### src/rtl/tlb_refill_ctrl.sv
// TLB refill controller: fetches a PTE on a lookup miss and installs it into the
// fully associative CAM (first invalid line, else round-robin), or flags a page fault.
module tlb_refill_ctrl #(
    parameter int ENTRIES = 8,
    parameter int AW      = 3,
    parameter int VPNW    = 20
) (
    input  logic            clk,
    input  logic            clrn,
    input  logic            lookup_valid,
    input  logic [VPNW-1:0] vpn,
    input  logic            hit,
    input  logic [31:0]     ptbr,
    output logic            busy,
    output logic            mem_req,
    output logic [31:0]     mem_addr,
    input  logic            mem_ack,
    input  logic [31:0]     mem_rdata,
    output logic            cam_wren,
    output logic [AW-1:0]   cam_wraddress,
    output logic [VPNW-1:0] cam_pattern,
    output logic [19:0]     pfn_wdata,
    output logic            refill_done,
    output logic            page_fault
);

    typedef enum logic [1:0] {IDLE, REQ, WRITE, FAULT} state_t;

    state_t            state;
    logic [VPNW-1:0]   vpn_r;
    logic [31:0]       pte_r;
    logic [ENTRIES-1:0] valid_sh;
    logic [AW-1:0]     rr_ptr;
    logic [AW-1:0]     victim;
    logic              pte_flags_unused;

    // Lowest-index invalid line wins; only a full CAM falls back to the round-robin pointer.
    function automatic logic [AW-1:0] pick_victim(input logic [ENTRIES-1:0] valid,
                                                  input logic [AW-1:0]      rr);
        logic [AW-1:0] idx;
        idx = rr;
        for (int i = ENTRIES - 1; i >= 0; i--) begin
            if (!valid[i]) idx = AW'(i);
        end
        return idx;
    endfunction

    assign victim = pick_victim(valid_sh, rr_ptr);

    // Data-side write fields are decoded from held registers, so they are zero outside WRITE.
    assign cam_pattern      = (state == WRITE) ? vpn_r : '0;
    assign pfn_wdata        = (state == WRITE) ? pte_r[31:12] : '0;
    assign pte_flags_unused = ^pte_r[11:0];

    always_ff @(posedge clk) begin
        if (!clrn) begin
            state         <= IDLE;
            vpn_r         <= '0;
            pte_r         <= '0;
            valid_sh      <= '0;
            rr_ptr        <= '0;
            busy          <= 1'b0;
            mem_req       <= 1'b0;
            mem_addr      <= '0;
            cam_wren      <= 1'b0;
            cam_wraddress <= '0;
            refill_done   <= 1'b0;
            page_fault    <= 1'b0;
        end else begin
            case (state)
                IDLE: begin
                    if (lookup_valid && !hit) begin
                        vpn_r    <= vpn;
                        mem_addr <= ptbr + 32'({vpn, 2'b00});
                        mem_req  <= 1'b1;
                        busy     <= 1'b1;
                        state    <= REQ;
                    end
                end
                REQ: begin
                    if (mem_ack) begin
                        pte_r    <= mem_rdata;
                        mem_req  <= 1'b0;
                        mem_addr <= '0;
                        if (mem_rdata[0]) begin
                            state            <= WRITE;
                            cam_wren         <= 1'b1;
                            cam_wraddress    <= victim;
                            refill_done      <= 1'b1;
                            valid_sh[victim] <= 1'b1;
                            if (&valid_sh) rr_ptr <= rr_ptr + AW'(1);
                        end else begin
                            state      <= FAULT;
                            page_fault <= 1'b1;
                        end
                    end
                end
                WRITE, FAULT: begin
                    state         <= IDLE;
                    busy          <= 1'b0;
                    cam_wren      <= 1'b0;
                    cam_wraddress <= '0;
                    refill_done   <= 1'b0;
                    page_fault    <= 1'b0;
                end
                default: state <= IDLE;
            endcase
        end
    end

endmodule

### config.mk
export PLATFORM = sky130hd
export DESIGN_NAME = tlb_refill_ctrl
export DESIGN_NICKNAME = d
export VERILOG_FILES = /design/src/rtl/tlb_refill_ctrl.sv
export SDC_FILE = /design/constraint.sdc
export NUM_CORES = 1
export LEC_CHECK = 0
export CORE_UTILIZATION = 46
export CTS_CLUSTER_SIZE = 16
export DETAILED_ROUTE_END_ITERATION = 8
export GPL_ROUTABILITY_DRIVEN = 1
export PLACE_DENSITY = 0.82
export SLEW_MARGIN = 10
export SYNTH_ARGS = -nofsm -noshare
export SYNTH_HDL_FRONTEND = slang
export SYNTH_SLANG_ARGS = --single-unit
### constraint.sdc
create_clock -name clk -period 2.7 [get_ports clk]
set_clock_uncertainty 0.1 [all_clocks]
set_input_delay 0.54 -clock clk [delete_from_list [all_inputs] [get_ports clk]]
set_output_delay 0.54 -clock clk [all_outputs]
set_load 0.02 [all_outputs]
==> flow_summary.toml, run 1 <==
[floorplanning]
die_h_um = 105
dieArea_sq_um = 10900
core-area_sq_um = 10300
ios = 169
die_x_um = 105
fp-row-count = 37
initial_core_util = 0.471

[finish]
drive_gt1_frac = 0.148
area_growth_pct = 52.0
final_area_sq_um = 7350
nets = 917
fillerInstances = 807
multi_input_area_sq_um = 3000
antenna_cells = 0
seq_area_sq_um = 1840

[synth]
synthFlopType = "dfxtp_1"
synthesis.area_sq_um = 4840
synth_cell_type_count = 55
yosysWarnings = 0
synth_area_per_cell_sq_um = 8.05
synth_seq_cells = 92
synthCells = 601
async_reset_ff_frac = 0
seq_area_frac_synth = 0.381
synth_fp_nets = 712
synth_edf_count = 0

[routing]
drt_iter0_markers = 231
vias = 4970
ant_nets = 0
drt-pass1-iter-count = 6
routed_wl_mm = 13.8
viasPerCell = 5.25
drc = 0
wl_per_cell_um = 14.5

[min_path]
worstHoldStart = "mem_addr[21]"
worstHoldPathType = "reg -> reg"

[clock_tree]
numClockSinks = 92
cts_tree = "yes"
clk_pin_slew_ns = 0.10
root_buffer = "clkbuf_8"
htreeDepth = 3
numCtsBuffers = 9
clk_path_buf_depth = 2
holdBufCountCts = 0
clk_latency_ns = 0.37

[sta]
whs_ns = 0.354
tightest_slew_ns = 0.899
period_share = 0.964
rsz0062_at_grt = "false"
setup_viol = 0
maxSlewViolCount = 0
max_freq_mhz = 384
final_hold_viol_count = 0
period_needed_ns = 2.60
relSlewSlack = 0.400

[setup_path]
reg2reg_from = "state[0]"
cp.required_ns = 2.06
critPathLaunchType = "flip-flop"
critPathCaptureType = "output pin"
crit_fanout = 14
cp_data_arrival_time_ns = 1.96
critPathLaunch = "state[1]"
path_class = "reg -> out"

[power]
power_density_nw_per_um2 = 444
leakagePower_nw = 2.81
peakVddDrop_mv = 0.249

[placed_design]
globalplace.congestion = 0.870
place_area_sq_um = 6950
post-dp-hpwl_mm = 10.5
port-buffer-count = 157

[grt]
track_usage = 0.254
grt_max_degree = 49
grt_first_pass_wirelength_mm = 22.5
first_global_vias = 4871
antenna_found_initial = 0
gr-total-overflow = 0

[run]
drv_cap = 0

[status]
outcome = "finished clean"
==> cells by family after synthesis <==
| family | Yosys count | synth area share |
|---|---|---|
| and+or+nand+nor | 261 | 0.256 |
| adders and majority gates | 22 | 0.0585 |
| DFF | 92 | 0.381 |
| muxes | 1 | 0.00207 |
| buffers and inverters | 41 | 0.0357 |
| AOI/OAI and AO/OA | 157 | 0.218 |
| xor gates and xnor gates | 27 | 0.0489 |
==> registers in the layout (all words and copies together) (netlist names) <==
register / count
state: 2
mem_addr: 32
vpn_r: 20
mem_req: 1
pte_r: 20
rr_ptr: 3
refill_done: 1
valid_sh: 8
busy: 1
cam_wraddress: 3
page_fault: 1
==> final timing paths <==
kind | cells after the start | end | slack [ns]
hold reg to reg | 2 | mem_addr[21] | 0.35
hold / removal | 2 | mem_addr[21] | 0.35
setup reg to reg | 7 | rr_ptr[2] | 0.64
setup / recovery | 4 | cam_pattern[9] | 0.1
==> cell type report <==
| type | count | area share |
|---|---|---|
| multi-input combinational | 468 | 0.408 |
| sequential | 92 | 0.251 |
| tap | 136 | 0.0231 |
| clock inverter | 7 | 0.0111 |
| clock buffer | 9 | 0.0169 |
| inverter | 9 | 0.00460 |
| timing repair buffer | 226 | 0.285 |
==> metal layers <==
metal | routed length (um) | share of wire | track usage
met1 | 5850 | 0.42 | 0.302
met2 | 7000 | 0.51 | 0.453
met3 | 523 | 0.038 | 0.0387
met4 | 390 | 0.028 | 0.107
met5 | 0 | 0 | 0
==> cell usage in the layout (no fill, tap or decap), drive strengths merged, types with 23 or more instances in the layout <==
| cell type | n |
|---|---|
| dfxtp | 92 |
| clkdlybuf4s50 | 151 |
| buf | 70 |
| and2 | 46 |
| a21boi | 46 |
| nand2 | 128 |
| nor2b | 23 |
| o21ai | 39 |
| nor2 | 29 |
| a21oi | 29 |
==> Yosys cell counts, types with 2 or more instances <==
cell type    n  area (sq um)
nand4_1      5          31.3
xor2_1      15           131
o21ai_0      8          40.0
o31ai_1      2          15.0
nand2_1    127           477
a21o_1       3          22.5
o21bai_1     3          22.5
o2111ai_1    2          17.5
buf_2        6          30.0
nand3_1      6          30.0
and3_1       4          25.0
clkbuf_1    22          82.6
xnor2_1     12           105
nor3_1       5          25.0
a211oi_1     4          30.0
dfxtp_1     92          1840
a21boi_1    18           135
inv_1        9          33.8
a21oi_1     28           140
or2_1        2          12.5
o21ai_1     31           155
and2_1      46           288
a21boi_0    27           203
nor2b_1     22           138
nand2b_1     7          43.8
ha_1        21           263
nor2_1      29           109
a22oi_1      7          52.6
a31oi_1      5          31.3
buf_1        2          7.51
o211ai_1     3          22.5
o21a_1       5          37.5
==> critical path, stage by stage, from the launching register on <==
cell and delay, ns:
dfxtp_2 0.39, nor2b_2 0.20, buf_4 0.23, and2_1 0.18, clkdlybuf4s50_1 0.61
==> power by group <==
part	switching, mW	internal (mW)	leakage (nW)
Combinational	0.407	0.440	1.97
Sequential	0.0326	1.42	0.749
Clock	0.528	0.441	0.0944
Total	0.967	2.30	2.81
==> through the flow <==
step / util / setup slack (ns) / power (mW) / TNS [ns] / cells
3_5_place_dp: 0.676 / -0.656 / 2.27 / -7.54 / 929
4_1_cts: 0.703 / -0.0199 / 3.26 / -0.0199 / 946
5_1_grt: 0.715 / 0.00277 / 3.41 / 0 / 947
2_1_floorplan: - / 0.150 / 1.88 / 0 / 601
3_3_place_gp: 0.676 / -0.588 / 2.26 / -6.54 / 929
6_report: 0.715 / 0.0972 / 3.27 / 0 / 947
==> timing repair <==
action / CTS / global route
gates cloned: 0 / 0
setup buffers: 1 / 1
setup endpoints to repair: 8 / 54
resized for setup: 14 / 21
pin swaps: 8 / 12
Note: power is estimated with default switching activity, not from simulation.
==> inputs of run 2 (changes only) <==
Settings changed: CORE_MARGIN from default to 2, PLACE_DENSITY 0.82 to 0.89, SLEW_MARGIN 10 to default.
==> run 2 against run 1 <==
First-iteration DRC count grew 6.9%; final area shrank 0.71%; routed wire length grew 5.1%; hold slack lost 0.0037 ns; sequential power is essentially flat; worst setup slack gained 0.0046 ns; cell count grew 0.42%; critical endpoint is now mem_addr[10]; largest power group unchanged; highest routed layer unchanged.
==> flow_summary.toml, run 2 (synthesized netlist as in run 1, its figures left out) <==
[placed_design]
globalplace.congestion = 0.923
port-buffer-count = 157
post-dp-hpwl_mm = 10.8

[min_path]
worstHoldPathType = "reg -> reg"

[finish]
final_cell_mix = "clkdlybuf4s50_1 (151), nand2_1 (127), dfxtp_1 (91)"
drive_gt1_frac = 0.142
nets = 921
utilization = 0.710
area_growth_pct = 50.9
top_register = "mem_addr"
reg_top3 = "mem_addr x32, pte_r x20, vpn_r x20"
largest_reg_flops = 32
fillerInstances = 766
final_common_cell = "clkdlybuf4s50_1"
antenna_cells = 0

[setup_path]
rrSetupSlack_ns = 0.84
cp.required_ns = 2.85
cp_num_buf_inv = 3
crit_fanout = 4
slowest_delay_ns = 0.44
reg2reg_from = "state[0]"
r2r_end = "mem_addr[27]"
critPathLaunchType = "input pin"
critPathCaptureType = "flip-flop"
cp-endpoint = "mem_addr[10]"
slowest_stage = "clkdlybuf4s50_1"
cp_data_arrival_time_ns = 2.75
reg2reg_depth = 5
cpLargestDelayFamily = "compound AO/OA/AOI/OAI gates"
cp_cell_sequence = "clkdlybuf4s50_1 -> ha_1 -> o21ai_1 -> a21oi_4 -> buf_4 -> buf_4 -> or2_1 -> a31o_1 -> a21oi_1 -> xor2_1 -> o21ai_1"
path_class = "in -> reg"
critPathLaunch = "vpn[3]"
crit_cells = 11

[sta]
relSlewSlack = 0.402
final_hold_viol_count = 0
max_freq_mhz = 385
setup_viol = 0
period_needed_ns = 2.60
tightest_slew_ns = 0.897
period_share = 0.962
maxSlewViolCount = 0

[clock_tree]
clk_path_buf_depth = 2
clk_pin_slew_ns = 0.09
clk_latency_ns = 0.36
numCtsBuffers = 9
holdBufCountCts = 0
htreeDepth = 3
root_buffer = "clkbuf_8"
numClockSinks = 92
cts_tree = "yes"

[routing]
drt-met1-wl_mm = 6.08
drt-pass1-iter-count = 6
wl_met2_mm = 7.31
wl_met3_um = 773
top_layer = "met4"
viasPerCell = 5.31
vias = 5053
wl_per_cell_um = 15.2
drc = 0
routed_wl_mm = 14.5
drt_iter0_markers = 247
ant_nets = 0

[floorplanning]
die_h_um = 107
initial_core_util = 0.471
dieArea_sq_um = 11400
fp-row-count = 37
core-area_sq_um = 10300
die_x_um = 107
ios = 169

[grt]
grt_first_pass_wirelength_mm = 23.4
gr-total-overflow = 0
track_usage = 0.255
antenna_found_initial = 0
grt_max_degree = 35
first_global_vias = 4984

[power]
power_density_nw_per_um2 = 441
total_power_mw = 3.22
leakagePower_nw = 2.88
peakVddDrop_mv = 0.266

[run]
drv_cap = 0

[status]
outcome = "finished clean"
[run 2: cell types whose count changed in the layout (fill, tap and decap cells not counted), sizes merged]
cell,before,now
buf,70,74
bufinv,1,0
clkbuf,9,10
clkinv,0,1
clkinvlp,3,2
dlygate4sd2,1,0
dlymetal6s2s,4,5
[run 2: per-stage QoR]
stage | hold WS (ns) | std cells | cell area, sq um | setup slack [ns] | setup TNS (ns)
final | 0.350 | 951 | 7300 | 0.102 | 0
after floorplan | 0.330 | 601 | 4840 | 0.150 | 0
after detailed placement | 0.340 | 930 | 6950 | -0.681 | -8.33
after global routing | 0.373 | 951 | 7300 | -0.0207 | -0.0359
after CTS | 0.353 | 950 | 7250 | 0.0141 | 0
after global placement | 0.336 | 930 | 6950 | -0.586 | -6.21
[run 2: metal layers]
layer / track usage / vias to the layer above
met2: 0.465 / 188
li1: - / 2456
met3: 0.0380 / 28
met4: 0.0872 / 0
met1: 0.305 / 2381
met5: 0 / -
[run 2: layout make-up]
cell class,instances,area [sq um],share of cell area
multi-input combinational,468,2930,0.402
clock buffer,10,138,0.0189
clock inverter,6,55.1,0.00754
timing repair buffer,230,2130,0.291
sequential,92,1840,0.253
inverter,9,33.8,0.00463
tap,136,170,0.0233
[run 2: repair_timing]
item,in CTS,in global routing
pin swaps,7,8
setup endpoints to repair,9,50
resized for setup,13,12
setup buffers,4,1
[run 2: worst min-delay path by stage]
| stage | cells past startpoint | endpoint | startpoint | slack (ns) |
|---|---|---|---|---|
| after floorplan | 2 | vpn_r[0] | vpn_r[0] | 0.33 |
| after global placement | 1 | mem_addr[11] | mem_addr[11] | 0.34 |
| after detailed placement | 2 | vpn_r[19] | vpn_r[19] | 0.34 |
| after CTS | 2 | vpn_r[19] | vpn_r[19] | 0.35 |
| after global routing | 2 | vpn_r[19] | vpn_r[19] | 0.37 |
| final | 2 | vpn_r[19] | vpn_r[19] | 0.35 |
[run 2: report_power, final]
group          switching (mW)  internal [mW]  total, mW
logic                   0.410          0.435      0.845
clock network           0.542          0.378      0.920
registers              0.0338           1.42       1.45
total                   0.986           2.23       3.22
[run 2: worst min-delay path, cell delays in order, from the launching register on]
cell      delay, ns
dfxtp_1        0.32
nand2_1        0.05
a21boi_1       0.05
==> inputs of run 3 (changes only) <==
Settings changed: CORE_MARGIN 2 to 1.5.
==> run 3 against run 2 <==
Global-route usage grew 0.65 points; power grew 1.7%; register-to-register slack lost 0.08 ns.
==> flow_summary.toml, run 3 (synthesized netlist as in run 1, its figures left out) <==
[floorplanning]
initial_core_util = 0.471
core-area_sq_um = 10300
ios = 169
fp-row-count = 37
die_h_um = 106
die_x_um = 106
dieArea_sq_um = 11100

[finish]
utilization = 0.707
reg_top3 = "mem_addr x32, pte_r x20, vpn_r x20"
nets = 916
drive_gt1_frac = 0.140
instances_no_fill = 946
final_cell_mix = "clkdlybuf4s50_1 (154), nand2_1 (127), dfxtp_1 (91)"
antenna_cells = 0
top_register = "mem_addr"
final_common_cell = "clkdlybuf4s50_1"
area_growth_pct = 50.2
final_area_sq_um = 7270
largest_reg_flops = 32

[grt]
gr-total-overflow = 0
track_usage = 0.262
grt_max_degree = 37
first_global_vias = 5032
antenna_found_initial = 0
grt_first_pass_wirelength_mm = 23.4

[routing]
vias = 5071
wl_per_cell_um = 15.6
drt-pass1-iter-count = 6
drt_iter0_markers = 261
drc = 0
ant_nets = 0
routed_wl_mm = 14.8
viasPerCell = 5.36

[placed_design]
place_area_sq_um = 6940
post-dp-hpwl_mm = 10.9
port-buffer-count = 157
dp_cells = 928
globalplace.congestion = 0.936

[clock_tree]
numClockSinks = 92
cts_tree = "yes"
htreeDepth = 3
clk_latency_ns = 0.37
numCtsBuffers = 9
clk_pin_slew_ns = 0.09
holdBufCountCts = 0
root_buffer = "clkbuf_8"
clk_path_buf_depth = 2

[setup_path]
reg2reg_from = "state[0]"
path_class = "in -> reg"
cp_data_arrival_time_ns = 2.81
critPathLaunch = "vpn[1]"
critPathCaptureType = "flip-flop"
cpLargestDelayFamily = "compound AO/OA/AOI/OAI gates"
slowest_delay_ns = 0.49
cp_cell_sequence = "clkdlybuf4s50_1 -> inv_1 -> fa_2 -> nand2b_4 -> a21oi_4 -> o31ai_4 -> a21oi_2 -> a41oi_2 -> nor2_1 -> xnor2_1 -> o21ai_1"
slowest_stage = "clkdlybuf4s50_1"
critPathLaunchType = "input pin"
cp_num_buf_inv = 2
crit_fanout = 4
cp.required_ns = 2.86

[sta]
maxSlewViolCount = 0
period_needed_ns = 2.64
setup_viol = 0
tns_ns = 0
relSlewSlack = 0.380
max_freq_mhz = 378
whs_ns = 0.354
final_hold_viol_count = 0
period_share = 0.979
tightest_slew_ns = 0.930

[status]
outcome = "finished clean"

[power]
peakVddDrop_mv = 0.257
leakagePower_nw = 2.79
power_density_nw_per_um2 = 450

[run]
drv_cap = 0

[min_path]
worstHoldStart = "vpn_r[7]"
worstHoldPathType = "reg -> reg"
run 3: changes by cell type in the layout (fill, tap and decap cells not counted), moves of 2 or more:
| cell | delta |
|---|---|
| clkdlybuf4s50_1 | +3 |
| inv_6 | +2 |
| buf_4 | -6 |
| dlymetal6s2s_1 | -4 |
| inv_8 | -2 |
run 3: worst register-to-register path: stages (launching register included):
cell and delay [ns]:
dfxtp_1 0.49, nand2_1 0.13, or2_2 0.30, and3_1 0.47, nand2_1 0.24, o21ai_1 0.09
run 3: where the power goes:
group	total [mW]	internal, mW	leakage (nW)	switching, mW
logic	0.839	0.429	1.94	0.411
clock network	0.981	0.462	0.104	0.519
registers	1.45	1.42	0.749	0.0350
run 3: final cells by class:
type	instances	area, sq um
repair buffers	225	2080
well taps	136	170
flip-flops and latches	92	1840
multi-input cells	468	2930
inverters	9	33.8
fillers	802	3010
clock buffers	10	138
clock inverters	6	68.8
run 3: stage by stage:
stage          worst slack, ns  total power, mW
2_1_floorplan            0.150             1.88
3_3_place_gp            -0.600             2.24
3_5_place_dp            -0.659             2.27
4_1_cts                -0.0213             3.26
5_1_grt              -0.000863             3.42
6_report                0.0559             3.27
run 3: metal layers:
layer,GRT usage,up-vias,wire length [um]
li1,-,2443,-
met4,0.133,0,595
met2,0.466,205,7360
met5,0,-,0
met3,0.0328,42,823
met1,0.308,2381,5980
run 3: path summary, 6_finish.rpt:
path	to	slack (ns)	depth (start not counted)
worst min-delay path	vpn_r[7]	0.35	2
worst max register to register	mem_addr[31]	0.76	5
worst min register to register	vpn_r[7]	0.35	2
worst max-delay path	mem_addr[26]	0.06	11
run 3: what timing repair did:
| item | 4_1_cts | 5_1_grt |
|---|---|---|
| pin swaps | 4 | 10 |
| setup buffers | 0 | 2 |
| setup endpoints to repair | 15 | 49 |
| resized for setup | 11 | 14 |
| cloned | 0 | 0 |
